`config.mk`:
```
export PLATFORM = sky130hd
export DESIGN_NAME = atu_pipe_arbiter_flat
export DESIGN_NICKNAME = d
export VERILOG_FILES = /design/src/rtl/atu_pipe_arbiter_if.sv /design/src/rtl/atu_pipe_arbiter.sv /design/src/flat_wrapper.sv
export SDC_FILE = /design/constraint.sdc
export NUM_CORES = 1
export LEC_CHECK = 0
export BUFFER_PORTS_ARGS = -buffer_cell sky130_fd_sc_hd__buf_2
export CAP_MARGIN = 20
export CORE_UTILIZATION = 55
export CTS_CLUSTER_SIZE = 40
export DETAILED_ROUTE_END_ITERATION = 7
export PLACE_DENSITY = 0.87
export SKIP_CTS_REPAIR_TIMING = 1
export SYNTH_ARGS = -nofsm -noshare
export SYNTH_HDL_FRONTEND = slang
export SYNTH_SLANG_ARGS = --single-unit
```
`constraint.sdc`:
```
create_clock -name clk -period 5.95 [get_ports clk]
set_input_delay 0.595 -clock clk [delete_from_list [all_inputs] [get_ports clk]]
set_output_delay 0.595 -clock clk [all_outputs]
set_load 0.02 [all_outputs]
```
`src/rtl/atu_pipe_arbiter_if.sv`:
```
// ---------------------------------------------------------------------------
// atu_pipe_arbiter_if
//   Handshake bundle between the ATU, its two request pipes (patch / pix) and
//   the arbiter that sequences them.
//   slave  : arbiter side (monitors the unit's strobes, drives gated acks,
//            selects and busy)
//   master : unit/pipe side (drives fifo acks and the unit's strobes,
//            observes the arbiter outputs)
// ---------------------------------------------------------------------------
interface atu_pipe_arbiter_if;
    logic patch_fifo_ack;       // patch pipe has data
    logic pix_fifo_ack;         // pix pipe has data
    logic patch_pipe_read_req;  // unit pops the patch pipe
    logic pix_pipe_read_req;    // unit pops the pix pipe
    logic pipe_write_req;       // unit output request
    logic pipe_write_ack;       // output accept
    logic patch_pipe_read_ack;  // gated ack into the unit (patch)
    logic pix_pipe_read_ack;    // gated ack into the unit (pix)
    logic patch_select;         // unit works on the patch pipe
    logic pix_select;           // unit works on the pix pipe
    logic busy;                 // requests in flight inside the unit

    modport slave (
        input  patch_fifo_ack, pix_fifo_ack,
        input  patch_pipe_read_req, pix_pipe_read_req,
        input  pipe_write_req, pipe_write_ack,
        output patch_pipe_read_ack, pix_pipe_read_ack,
        output patch_select, pix_select, busy
    );

    modport master (
        output patch_fifo_ack, pix_fifo_ack,
        output patch_pipe_read_req, pix_pipe_read_req,
        output pipe_write_req, pipe_write_ack,
        input  patch_pipe_read_ack, pix_pipe_read_ack,
        input  patch_select, pix_select, busy
    );
endinterface

```
`src/rtl/atu_pipe_arbiter.sv`:
```
// ---------------------------------------------------------------------------
// atu_pipe_arbiter
//   Shares the address translation unit between the patch (BHU) request pipe
//   and the pixel ld/st request pipe. Round-robin with a bounded burst per
//   grant; the grant only moves once every request in flight has completed.
//
// Ports:
//   clk, rst_n      clock, asynchronous active-low reset
//   atu (slave)     fifo acks / unit strobes in; gated acks, selects, busy out
//   patch_done_cnt  completed patch transactions  (ATU_ARB_STATS_EN only)
//   pix_done_cnt    completed pix transactions    (ATU_ARB_STATS_EN only)
//
// Build option: define ATU_ARB_STATS_EN to add the completion counters.
// ---------------------------------------------------------------------------
module atu_pipe_arbiter #(
    parameter int BURST_LEN = 8,   // 1..255 pops per grant under contention
    parameter int OUT_W     = 3    // outstanding-request counter width
`ifdef ATU_ARB_STATS_EN
    , parameter int CNT_W   = 16   // statistics counter width
`endif
) (
    input  logic              clk,
    input  logic              rst_n,
    atu_pipe_arbiter_if.slave atu
`ifdef ATU_ARB_STATS_EN
    , output logic [CNT_W-1:0] patch_done_cnt
    , output logic [CNT_W-1:0] pix_done_cnt
`endif
);

    typedef enum logic [1:0] {IDLE, PATCH, PIX, DRAIN} state_t;

    localparam logic [7:0]       BURST_MAX = 8'(BURST_LEN);
    localparam logic [OUT_W-1:0] OUT_MAX   = '1;

    state_t           state, state_nxt;
    logic             last_patch, last_patch_nxt;  // previous grant: 1=patch, 0=pix
    logic [7:0]       burst_cnt, burst_nxt;
    logic [OUT_W-1:0] outstanding, out_nxt;
    logic             patch_sel_q, pix_sel_q, busy_q;
    logic             pop, cpl, burst_hit, entering;

    // Gated acks: only the granted pipe can be popped.
    assign atu.patch_pipe_read_ack = atu.patch_fifo_ack & (state == PATCH);
    assign atu.pix_pipe_read_ack   = atu.pix_fifo_ack   & (state == PIX);
    assign atu.patch_select        = patch_sel_q;
    assign atu.pix_select          = pix_sel_q;
    assign atu.busy                = busy_q;

    assign pop = ((state == PATCH) & atu.patch_pipe_read_req) |
                 ((state == PIX)   & atu.pix_pipe_read_req);
    assign cpl = atu.pipe_write_req & atu.pipe_write_ack;

    // Burst limit includes the pop of this cycle, so the BURST_LEN-th pop
    // is the last one: the grant leaves on that same edge.
    assign burst_hit = (burst_cnt == BURST_MAX) ||
                       (pop && (burst_cnt == BURST_MAX - 8'd1));

    always_comb begin
        state_nxt = state;
        case (state)
            IDLE: begin
                if (atu.patch_fifo_ack)    state_nxt = PATCH;
                else if (atu.pix_fifo_ack) state_nxt = PIX;
            end
            PATCH: begin
                if (atu.pix_fifo_ack && (burst_hit || !atu.patch_fifo_ack))
                    state_nxt = DRAIN;
            end
            PIX: begin
                if (atu.patch_fifo_ack && (burst_hit || !atu.pix_fifo_ack))
                    state_nxt = DRAIN;
            end
            DRAIN: begin
                // Unit empty: prefer the other pipe, else give it back.
                if (outstanding == '0) begin
                    if (last_patch) state_nxt = atu.pix_fifo_ack   ? PIX   : PATCH;
                    else            state_nxt = atu.patch_fifo_ack ? PATCH : PIX;
                end
            end
            default: state_nxt = IDLE;
        endcase
    end

    always_comb begin
        last_patch_nxt = last_patch;
        if (state_nxt == PATCH)    last_patch_nxt = 1'b1;
        else if (state_nxt == PIX) last_patch_nxt = 1'b0;

        entering = ((state_nxt == PATCH) || (state_nxt == PIX)) && (state_nxt != state);

        burst_nxt = burst_cnt;
        if (entering)                             burst_nxt = '0;
        else if (pop && (burst_cnt != BURST_MAX)) burst_nxt = burst_cnt + 8'd1;

        // Pop and completion in one cycle cancel; no wrap in either direction.
        out_nxt = outstanding;
        if (pop && !cpl) begin
            if (outstanding != OUT_MAX) out_nxt = outstanding + OUT_W'(1);
        end else if (cpl && !pop) begin
            if (outstanding != '0)      out_nxt = outstanding - OUT_W'(1);
        end
    end

    always_ff @(posedge clk or negedge rst_n) begin
        if (!rst_n) begin
            state       <= IDLE;
            last_patch  <= 1'b0;   // "last = PIX" so a first tie goes to patch
            burst_cnt   <= '0;
            outstanding <= '0;
            patch_sel_q <= 1'b0;
            pix_sel_q   <= 1'b0;
            busy_q      <= 1'b0;
        end else begin
            state       <= state_nxt;
            last_patch  <= last_patch_nxt;
            burst_cnt   <= burst_nxt;
            outstanding <= out_nxt;
            // Selects follow the next state; DRAIN keeps the old owner so the
            // unit can finish its writes. Exclusive by construction.
            patch_sel_q <= (state_nxt == PATCH) || ((state_nxt == DRAIN) &&  last_patch_nxt);
            pix_sel_q   <= (state_nxt == PIX)   || ((state_nxt == DRAIN) && !last_patch_nxt);
            busy_q      <= (out_nxt != '0);
        end
    end

`ifdef ATU_ARB_STATS_EN
    // Completions are credited to whichever select is live in that cycle.
    always_ff @(posedge clk or negedge rst_n) begin
        if (!rst_n) begin
            patch_done_cnt <= '0;
            pix_done_cnt   <= '0;
        end else if (cpl) begin
            if (patch_sel_q) begin
                if (patch_done_cnt != '1) patch_done_cnt <= patch_done_cnt + CNT_W'(1);
            end else if (pix_sel_q) begin
                if (pix_done_cnt != '1)   pix_done_cnt   <= pix_done_cnt + CNT_W'(1);
            end
        end
    end
`endif

endmodule

```
`src/flat_wrapper.sv`:
```
// flat-port wrapper written by rule: the top's interface ports become plain ports
module atu_pipe_arbiter_flat 
#(
    parameter int BURST_LEN = 8,                                            
    parameter int OUT_W     = 3                                        

)
  (clk, rst_n, atu_patch_fifo_ack, atu_pix_fifo_ack, atu_patch_pipe_read_req, atu_pix_pipe_read_req, atu_pipe_write_req, atu_pipe_write_ack, atu_patch_pipe_read_ack, atu_pix_pipe_read_ack, atu_patch_select, atu_pix_select, atu_busy);
  atu_pipe_arbiter_if atu_i ();
  input  logic clk;
  input  logic rst_n;
  input wire logic [$bits(atu_i.patch_fifo_ack)-1:0] atu_patch_fifo_ack;
  input wire logic [$bits(atu_i.pix_fifo_ack)-1:0] atu_pix_fifo_ack;
  input wire logic [$bits(atu_i.patch_pipe_read_req)-1:0] atu_patch_pipe_read_req;
  input wire logic [$bits(atu_i.pix_pipe_read_req)-1:0] atu_pix_pipe_read_req;
  input wire logic [$bits(atu_i.pipe_write_req)-1:0] atu_pipe_write_req;
  input wire logic [$bits(atu_i.pipe_write_ack)-1:0] atu_pipe_write_ack;
  output wire logic [$bits(atu_i.patch_pipe_read_ack)-1:0] atu_patch_pipe_read_ack;
  output wire logic [$bits(atu_i.pix_pipe_read_ack)-1:0] atu_pix_pipe_read_ack;
  output wire logic [$bits(atu_i.patch_select)-1:0] atu_patch_select;
  output wire logic [$bits(atu_i.pix_select)-1:0] atu_pix_select;
  output wire logic [$bits(atu_i.busy)-1:0] atu_busy;
  assign atu_i.patch_fifo_ack = atu_patch_fifo_ack;
  assign atu_i.pix_fifo_ack = atu_pix_fifo_ack;
  assign atu_i.patch_pipe_read_req = atu_patch_pipe_read_req;
  assign atu_i.pix_pipe_read_req = atu_pix_pipe_read_req;
  assign atu_i.pipe_write_req = atu_pipe_write_req;
  assign atu_i.pipe_write_ack = atu_pipe_write_ack;
  assign atu_patch_pipe_read_ack = atu_i.patch_pipe_read_ack;
  assign atu_pix_pipe_read_ack = atu_i.pix_pipe_read_ack;
  assign atu_patch_select = atu_i.patch_select;
  assign atu_pix_select = atu_i.pix_select;
  assign atu_busy = atu_i.busy;
  atu_pipe_arbiter #(.BURST_LEN(BURST_LEN), .OUT_W(OUT_W)) u_core (.clk(clk), .rst_n(rst_n), .atu(atu_i));
endmodule
```
==> reports/qor.csv <==
stage,metric,value,unit
run_status,outcome,finished clean,
logic_synthesis,synthCells,116,
placement,gp_congestion,0.9339,
placement,placed_cell_area,0.001219,mm²
setup_path,timing.rr.start,u_core.burst_cnt[5],
placement,portBuffers,12,
finish,final_cell_mix,"dfrtp_1, nor2_1, buf_2",
setup_path,crit_start,u_core.burst_cnt[5],
finish,layout_commonest_cell,dfrtp_1,
placement,dp_slack,3.674,ns
setup_path,crit_arrival,2.48,ns
sta,fin_ws,3.666,ns
floorplan,die_area,0.002259,mm²
drt,firstDrtPassIters,4,
global_routing,grt_pass1_vias,843,
floorplan,die_h,47.53,µm
sta,setup_viol,0,
global_routing,groute.usage.overall,22.38,%
global_routing,grt.overflow.total,0,
clock_network,htree_levels,1,
clock_network,cts_tree,done,
sta,relSlewSlack,70.26,%
pwr,p_comb_share,50.4,%
pwr,p_sw_share,43.52,%
drt,viasPerCell,5.828,
logic_synthesis,synth-seq-cells,17,
clock_network,cts.sinks,17,
finish,multi_input_area,669.4,µm²
pwr,internal-power,305.9,µW
drt,antenna_left,0,
finish,fill_cells,183,
pwr,clkPwrFrac,11.2,%
pwr,leakagePower,0.0005968,µW
sta,finalSetupTns,0,ns
setup_path,cp-end-kind,register,
logic_synthesis,seq_area_frac_synth,37.32,%
global_routing,grt_max_degree,18,
global_routing,antenna_found_initial,0,
sta,finalClockSkew,0.005962,ns
drt,num_vias,915,
setup_path,start_kind,register,
clock_network,ctsLongestPathBuffers,2,
floorplan,io_pins,13,
pwr,power.density,434.6,mW/mm²
drt,drtIter0Drc,17,
logic_synthesis,syn-num-nets,132,
clock_network,path_clk_slew,0.10,ns
finish,drive_gt1_share,21.54,%
floorplan,start_util,58.10,%
min_path,min_path_type,input port to async pin,
setup_path,required,6.14,ns
finish,antennaDiodeCount,0,
pwr,pwr-share-seq,38.4,%
logic_synthesis,post_synth_num_cell_types,43,
floorplan,die_x,47.53,µm
floorplan,core,0.001962,mm²
setup_path,crit_type,register to register,
clock_network,cts-root-buf,clkbuf_4,
drt,drt-wirelength-per-cell,14.14,µm
sta,tightest_slew,0.4461,ns
sta,hold_viol_final,0,
finish,syn_to_final_growth,9.331,%
floorplan,rows,16,
drt,drc,0,
logic_synthesis,avgSynthCellArea,9.826,µm²
sta,report.final.slew_viol_count,0,
drt,drt_wl_total,2.220,mm
sta,finalCritPeriodShare,38.39,%
finish,nets,147,
pwr,power.switching,235.7,µW
setup_path,path_max_fanout,5,
global_routing,grt_pass1_wl,3.581,mm
pwr,vdd_drop_max,0.2906,mV
job,cap_violations,0,
logic_synthesis,netlist_area,0.001140,mm²
logic_synthesis,synth_warnings,0,
sta,fmax,0.4377,GHz
pwr,p_total,541.6,µW
sta,whs,0.2063,ns
clock_network,insertion_delay,0.29,ns
clock_network,cts_buffers,3,
sta,rsz0062_at_grt,no,
finish,fin_area,0.001246,mm²
placement,hpwlAfterDp,1.721,mm
finish,ff_latch_area,425.4,µm²
sta,min_period,2.284,ns
[metal layers]
| metal | vias to the layer above | wire [µm] | track usage [%] |
|---|---|---|---|
| li1 | 440 | - | - |
| met1 | 423 | 952 | 29.01 |
| met2 | 43 | 1092 | 38.63 |
| met3 | 9 | 138 | 4.528 |
| met4 | 0 | 37 | 4.571 |
| met5 | - | 0 | 0 |
[worst max-delay path, cell delays in order (launching register included)]
cell	delay, ns
dfrtp_1	0.42
or4_4	0.59
a211oi_2	0.20
or2_1	0.13
o221a_2	0.21
inv_1	0.05
ha_1	0.18
nor2b_1	0.15
nor2_1	0.07
a21o_1	0.17
[power by group through the flow]
stage	clock (µW)	combinational (µW)	sequential [µW]
3_3_place_gp	0	263	204
6_report	60.8	273	208
5_1_grt	66.6	312	214
2_1_floorplan	0	218	200
4_1_cts	63.4	273	206
3_5_place_dp	0	272	209
[flip-flops by register name, indices dropped and copies added (netlist names)]
name	flops
u_core.atu.pix_select	1
u_core.outstanding	3
u_core.atu.busy	1
u_core.burst_cnt	8
u_core.state	2
u_core.last_patch	1
u_core.atu.patch_select	1
[final timing paths]
check | endpoint | cells past startpoint | slack [ns]
setup reg to reg | u_core.atu.pix_select | 9 | 3.67
hold / removal | u_core.last_patch | 1 | 0.21
hold reg to reg | u_core.outstanding[0] | 1 | 0.53
setup / recovery | u_core.atu.pix_select | 9 | 3.67
min in group clk | u_core.outstanding[0] | 1 | 0.53
max in group asynchronous | u_core.burst_cnt[2] | 1 | 5.46
[cells by family (layout without fill, tap and decap cells)]
kind of cell / count (synthesis) / after routing / synth area share (%)
fa+ha+maj: 8 / 8 / 8.782
buf+inv: 10 / 24 / 3.951
xor+xnor: 7 / 7 / 5.379
simple gates: 50 / 50 / 27.11
mux: 1 / 1 / 0.8782
compound gates: 23 / 23 / 16.58
flops: 17 / 17 / 37.32
[per-stage QoR]
step                std cells  util [%]
finish                    157     63.52
global placement          153     62.12
detailed placement        153     62.12
CTS                       157     63.52
global route              157     63.52
floorplan                 116         -
[layout make-up]
type / instances / share of cell area (%)
sequential: 17 / 34.14
timing repair buffer: 12 / 4.819
clock buffer: 3 / 1.807
clock inverter: 1 / 0.4016
tap: 27 / 2.711
inverter: 8 / 2.410
multi-input combinational: 89 / 53.71
[synth_stat cells (all sizes together)]
master / number / area (µm²)
and4: 1 / 8.760
or4: 2 / 22.52
o31ai: 1 / 7.510
a221o: 1 / 10.01
o221ai: 1 / 8.760
nor3: 3 / 15.01
xor2: 3 / 26.28
or2: 3 / 18.77
mux2i: 1 / 10.01
o21ba: 1 / 10.01
clkbuf: 1 / 3.750
or2b: 1 / 7.510
or3: 1 / 6.260
o22ai: 1 / 6.260
xnor2: 4 / 35.03
inv: 8 / 30.03
nor2: 17 / 66.32
a21o: 2 / 15.01
a21oi: 4 / 20.02
nand4: 2 / 12.51
nand4b: 2 / 17.52
nand3: 4 / 20.02
ha: 8 / 100.1
o21ai: 4 / 20.01
dfrtp: 17 / 425.4
a31oi: 1 / 6.260
a222oi: 1 / 10.01
buf: 1 / 11.26
nand3b: 4 / 55.05
nand2: 4 / 15.01
o32ai: 1 / 8.760
and3b: 1 / 10.01
a2bb2oi: 1 / 8.760
a211oi: 1 / 12.51
nor2b: 4 / 25.02
a21boi: 1 / 18.77
o221a: 1 / 11.26
a2111oi: 1 / 15.01
and2: 1 / 8.760
Power figures use the tool's default switching activity.
